## config.mk

```make
export PLATFORM = sky130hd
export DESIGN_NAME = vu_level_meter
export DESIGN_NICKNAME = d
export VERILOG_FILES = /design/src/rtl/vu_pkg.sv /design/src/rtl/vu_bar_decoder.sv /design/src/rtl/vu_level_meter.sv
export SDC_FILE = /design/constraint.sdc
export NUM_CORES = 1
export LEC_CHECK = 0
export BUFFER_PORTS_ARGS = -buffer_cell sky130_fd_sc_hd__buf_2
export CORE_MARGIN = 8
export CORE_UTILIZATION = 40
export CTS_BUF_LIST = sky130_fd_sc_hd__clkbuf_8
export CTS_CLUSTER_SIZE = 10
export DETAILED_ROUTE_END_ITERATION = 10
export REMOVE_ABC_BUFFERS = 1
export SYNTH_ARGS = -nofsm -noshare
export SYNTH_HDL_FRONTEND = slang
export SYNTH_SLANG_ARGS = --single-unit
```

## constraint.sdc

```tcl
create_clock -name clk -period 15.8 [get_ports clk]
set_clock_uncertainty 0.05 [all_clocks]
set_input_delay 2.37 -clock clk [delete_from_list [all_inputs] [get_ports clk]]
set_output_delay 2.37 -clock clk [all_outputs]
set_load 0.02 [all_outputs]
```

## src/rtl/vu_pkg.sv

```systemverilog
// Shared types, constants and helpers for the VU level meter.
// Samples are offset-binary bytes; magnitudes are 7-bit saturated.
package vu_pkg;

    localparam int SAMPLE_W = 8;
    localparam int MAG_W    = 7;

    localparam logic [SAMPLE_W-1:0] MIDPOINT = 8'd128;
    localparam logic [MAG_W-1:0]    MAG_MAX  = 7'd127;

    // |s - 128|, clipped to 127 (only s = 0x00 would reach 128).
    function automatic logic [MAG_W-1:0] mag_sat(
        input logic [SAMPLE_W-1:0] s
    );
        logic [SAMPLE_W-1:0] d;
        if (s >= MIDPOINT) begin
            d = s - MIDPOINT;
        end else begin
            d = MIDPOINT - s;
        end
        if (d[SAMPLE_W-1]) begin
            mag_sat = MAG_MAX;
        end else begin
            mag_sat = d[MAG_W-1:0];
        end
    endfunction

endpackage

```

## src/rtl/vu_bar_decoder.sv

```systemverilog
// Registered LED bar: thermometer code of level OR a one-hot
// peak-hold dot. Ports: clk, reset (async low), level, hold -> leds.
import vu_pkg::*;

module vu_bar_decoder #(
    parameter int NUM_LEDS = 8
) (
    input  logic                clk,
    input  logic                reset,
    input  logic [MAG_W-1:0]    level,
    input  logic [MAG_W-1:0]    hold,
    output logic [NUM_LEDS-1:0] leds
);

    localparam int STEP = 128 / NUM_LEDS;
    localparam int SH   = $clog2(STEP);

    logic [MAG_W-1:0]    hold_m1;
    logic [MAG_W-1:0]    dot_idx;
    logic [NUM_LEDS-1:0] dot;
    logic [NUM_LEDS-1:0] bar;

    // Dot sits on the LED whose band contains hold, i.e.
    // (hold-1)/STEP; STEP is a power of two so this is a shift.
    always_comb begin
        hold_m1 = hold - 7'd1;
        dot_idx = hold_m1 >> SH;
        dot     = '0;
        if (hold != '0) begin
            dot = NUM_LEDS'(1) << dot_idx;
        end
    end

    for (genvar i = 0; i < NUM_LEDS; i++) begin : g_bar
        localparam logic [7:0] TH = 8'(i * STEP);
        assign bar[i] = ({1'b0, level} > TH);
    end

    always_ff @(posedge clk or negedge reset) begin
        if (!reset) begin
            leds <= '0;
        end else begin
            leds <= bar | dot;
        end
    end

endmodule

```

## src/rtl/vu_level_meter.sv

```systemverilog
// VU meter: windowed peak of UART audio bytes, attack/decay level,
// peak-hold dot. Ports: clk, reset (async low), data/load/error in;
// leds (bar), level (0..127), sample_drop (bad-byte pulse) out.
import vu_pkg::*;

module vu_level_meter #(
    parameter int NUM_LEDS     = 8,
    parameter int WINDOW       = 64,
    parameter int DECAY_CYCLES = 3125000,
    parameter int HOLD_CYCLES  = 31250000
) (
    input  logic                clk,
    input  logic                reset,
    input  logic [7:0]          data,
    input  logic                load,
    input  logic                error,
    output logic [NUM_LEDS-1:0] leds,
    output logic [6:0]          level,
    output logic                sample_drop
);

    localparam int WC_W = $clog2(WINDOW);
    localparam int DC_W = $clog2(DECAY_CYCLES + 1);
    localparam int HC_W = $clog2(HOLD_CYCLES + 1);

    localparam logic [WC_W-1:0] WIN_LAST  = WC_W'(WINDOW - 1);
    localparam logic [DC_W-1:0] DEC_LAST  = DC_W'(DECAY_CYCLES - 1);
    localparam logic [HC_W-1:0] HOLD_LAST = HC_W'(HOLD_CYCLES - 1);

    logic              good;
    logic              bad;
    logic [MAG_W-1:0]  mag;
    logic [MAG_W-1:0]  run_max;
    logic              win_close;
    logic              tick;

    logic [MAG_W-1:0]  win_max;
    logic [WC_W-1:0]   win_cnt;
    logic [DC_W-1:0]   dec_cnt;
    logic [HC_W-1:0]   hold_tmr;
    logic [MAG_W-1:0]  hold;
    logic [MAG_W-1:0]  level_nxt;

    always_comb begin
        good      = load & ~error;
        bad       = load & error;
        mag       = mag_sat(data);
        run_max   = (mag > win_max) ? mag : win_max;
        win_close = good && (win_cnt == WIN_LAST);
        tick      = (dec_cnt == DEC_LAST);
    end

    // Attack beats decay: a closing window whose peak reaches the
    // current level wins even on a tick cycle.
    always_comb begin
        level_nxt = level;
        if (win_close && (run_max >= level)) begin
            level_nxt = run_max;
        end else if (tick && (level != '0)) begin
            level_nxt = level - 7'd1;
        end
    end

    // Window accumulator: bad samples leave it untouched.
    always_ff @(posedge clk or negedge reset) begin
        if (!reset) begin
            win_max <= '0;
            win_cnt <= '0;
        end else if (good) begin
            if (win_close) begin
                win_max <= '0;
                win_cnt <= '0;
            end else begin
                win_max <= run_max;
                win_cnt <= win_cnt + 1'b1;
            end
        end
    end

    always_ff @(posedge clk or negedge reset) begin
        if (!reset) begin
            dec_cnt <= '0;
        end else if (tick) begin
            dec_cnt <= '0;
        end else begin
            dec_cnt <= dec_cnt + 1'b1;
        end
    end

    always_ff @(posedge clk or negedge reset) begin
        if (!reset) begin
            level       <= '0;
            sample_drop <= 1'b0;
        end else begin
            level       <= level_nxt;
            sample_drop <= bad;
        end
    end

    // Hold rises with level and freezes for HOLD_CYCLES; once the
    // timer has run out it simply follows level.
    always_ff @(posedge clk or negedge reset) begin
        if (!reset) begin
            hold     <= '0;
            hold_tmr <= '0;
        end else if (level_nxt > hold) begin
            hold     <= level_nxt;
            hold_tmr <= HOLD_LAST;
        end else if (hold_tmr == '0) begin
            hold     <= level_nxt;
        end else begin
            hold_tmr <= hold_tmr - 1'b1;
        end
    end

    vu_bar_decoder #(
        .NUM_LEDS (NUM_LEDS)
    ) u_bar (
        .clk   (clk),
        .reset (reset),
        .level (level),
        .hold  (hold),
        .leds  (leds)
    );

endmodule

```

==> results.toml <==
[setup_path]
required_ns = 16.01
cp_max_fo = 18
startpoint = "data[4]"
r2r_cells = 21
rr_endpoint = "hold[4]$_DFFE_PN0P_"
rrSetupSlack_ns = 10.21
cp-start-kind = "input port"
endpoint_kind = "flip-flop"
reg2reg_from = "win_max[2]$_DFFE_PN0P_"
cp.arrival_ns = 8.32
worstSetupEndpoint = "hold[4]$_DFFE_PN0P_"
crit_type = "input port to flip-flop"

[drt]
wire_per_inst_um = 14.84
drc = 0
drt-total-wl_um = 10330
vias = 3818
avgViaCountPerCell = 5.486
drt_pass1_iterations = 4
antenna_left = 0
drt_iter0_drc = 330

[synthesis]
syn_inst = 514
synth-seq-cells = 83
yosys_warnings = 0
synth.avg_cell_area_um2 = 9.365
syn_area_um2 = 4813
synth_cell_types = 64
seq_area_frac_synth = 0.4315
synth_edf_count = 0
synth_flop_cell = "dfrtp_1"
synth_async_sr_flop_share = 1.000

[finish]
final_cell_mix = "dfrtp_1 (83), nor2_1 (53), nand2_1 (51)"
syn_to_final_growth_pct = 10.74
nets = 583
final_common_cell = "dfrtp_1"
final_cells = 696
layout-drive-gt1-share = 0.1056
n_antenna_cell = 0

[hold_path]
hp-class = "flip-flop to flip-flop"

[global_routing]
grt.total_usage = 0.1387
grt_max_degree = 83
grt_pass1_vias = 3796
grt_pass1_wl_um = 17950
grt_antenna_before_repair = 0
grt_overflow = 0

[sta]
rsz0062_at_grt = "false"
hold_viol = 0
maxSlewViolCount = 0
finalSetupTns_ns = 0
max_slew.worst_pin.slew_ns = 1.030
max-slew-margin-rel = 0.3134
setup_viol = 0
period_needed_ns = 8.115
fmax_mhz = 123.2
fin_crit_sh = 0.5136

[placed_design]
hpwl_um = 7668
io_buffer_count = 27
post-place-cells = 680
gp_congestion = 0.9080

[cts]
cts.path.max_buffers = 2
clk_pin_slew_ns = 0.09
cts_setup_buffers = 0
hold_buffers = 0
cts-resized-gates = 0
cts_made_buffers = 9
cts-htree-levels = 3
cts_sinks = 83
worstSkewPairLatency_ns = 0.37
cts_tree = "done"
root_buffer = "clkbuf_8"

[run_status]
status = "finished clean"

[floorplanning]
core_um2 = 11860
dieArea_um2 = 15800
rows = 40
pin_count = 28
start_util = 0.4058
die_height_um = 125.7
die_w_um = 125.7

[pwr]
vdd_drop_max_mv = 0.07441
power_density_nw_per_um2 = 112.2
p_leak_uw = 0.002258

[run]
max_cap_viol_count = 0
==> final cells by class <==
class | count | area (um^2)
sequential | 83 | 2077
multi-input combinational | 390 | 2577
fill | 1131 | 6531
tap | 147 | 183.9
inverter | 31 | 116.4
clock inverter | 7 | 98.84
timing repair buffer | 29 | 152.6
clock buffer | 9 | 123.9
==> stage by stage <==
step | hold slack, ns | total power, uW | util | setup WS (ns) | cell area (um^2)
after global routing | 0.4454 | 641.7 | 0.4494 | 7.187 | 5330
after floorplan | 0.3950 | 380.1 | - | 7.397 | 4766
after detailed placement | 0.4171 | 430.1 | 0.4306 | 7.389 | 5107
final | 0.4238 | 598.0 | 0.4494 | 7.685 | 5330
after CTS | 0.4323 | 605.8 | 0.4494 | 7.787 | 5330
after global placement | 0.4085 | 424.4 | 0.4306 | 7.607 | 5107
==> state kept, by name, indices dropped and copies added (netlist names) <==
name         count
hold_tmr        25
dec_cnt         22
sample_drop      1
hold             7
win_cnt          6
level            7
u_bar.leds       8
win_max          7
==> synth_stat cells, drive strengths merged (2+ instances only) <==
cell | n | area share
or3 | 11 | 0.014
nand3b | 6 | 0.0094
inv | 31 | 0.024
a2bb2oi | 2 | 0.0036
o31ai | 3 | 0.0047
dfrtp | 83 | 0.43
and2 | 4 | 0.0052
a31oi | 8 | 0.010
nor4 | 13 | 0.018
nor3 | 15 | 0.016
a21o | 3 | 0.0047
a22o | 4 | 0.0073
nor2b | 7 | 0.0091
nand2b | 3 | 0.0039
nor3b | 2 | 0.0042
xor2 | 16 | 0.029
o21ai | 25 | 0.026
clkbuf | 6 | 0.0047
buf | 4 | 0.0052
ha | 27 | 0.070
nand3 | 21 | 0.022
mux2 | 5 | 0.012
o22ai | 3 | 0.0039
nor2 | 53 | 0.041
and3 | 8 | 0.010
mux2i | 3 | 0.0062
a211oi | 6 | 0.010
or2 | 3 | 0.0039
xnor2 | 29 | 0.053
nand4 | 11 | 0.014
or4 | 9 | 0.016
a21oi | 14 | 0.015
nand2 | 52 | 0.044
and4 | 2 | 0.0036
==> power by group <==
| part | internal [uW] | total (uW) | switching (uW) |
|---|---|---|---|
| clock network | 90.3 | 172 | 81.9 |
| logic | 68.1 | 171 | 103 |
| registers | 236 | 255 | 18.5 |
==> worst min path at each step <==
stage,start,end,slack [ns],cells after the start
after detailed placement,win_cnt[2]$_DFFE_PN0P_,win_cnt[2]$_DFFE_PN0P_,0.42,1
after floorplan,win_cnt[2]$_DFFE_PN0P_,win_cnt[2]$_DFFE_PN0P_,0.39,1
after global routing,win_cnt[2]$_DFFE_PN0P_,win_cnt[2]$_DFFE_PN0P_,0.45,1
after CTS,win_cnt[2]$_DFFE_PN0P_,win_cnt[2]$_DFFE_PN0P_,0.43,1
after global placement,win_cnt[2]$_DFFE_PN0P_,win_cnt[2]$_DFFE_PN0P_,0.41,1
final,win_cnt[2]$_DFFE_PN0P_,win_cnt[2]$_DFFE_PN0P_,0.42,1
==> cells by family (layout without fill, tap and decap cells) <==
kind of cell / after synthesis / in the layout / share of synthesized area
buffers and inverters: 41 / 76 / 0.03405
and+or+nand+nor: 226 / 226 / 0.2477
AOI/OAI and AO/OA: 84 / 84 / 0.1167
xor gates and xnor gates: 45 / 45 / 0.08188
DFF: 83 / 83 / 0.4315
muxes: 8 / 8 / 0.01794
adders and majority gates: 27 / 27 / 0.07018
==> metal layers <==
metal / share of wire / GRT usage
met5: 0 / 0
met4: 0.012 / 0.04011
met3: 0.053 / 0.04599
met2: 0.45 / 0.2200
met1: 0.48 / 0.1762
==> worst max-delay path: stages <==
cell and delay (ns):
buf_2 0.12, nor3_1 0.39, a21oi_1 0.12, o21ai_0 0.33, ha_1 0.33, nand4_1 0.14, a21oi_1 0.07, nor4_1 0.63
nor2_1 0.17, a21oi_1 0.38, inv_1 0.09, ha_1 0.19, a21o_1 0.17, a211o_1 0.29, a41o_1 0.26, and2_1 0.24
a31oi_1 0.39, ha_1 0.33, and4_1 0.20, a21boi_0 0.15, o31ai_2 0.23, buf_4 0.29, nand2_8 0.10, mux2_1 0.33
Note: power is estimated with default switching activity, not from simulation.
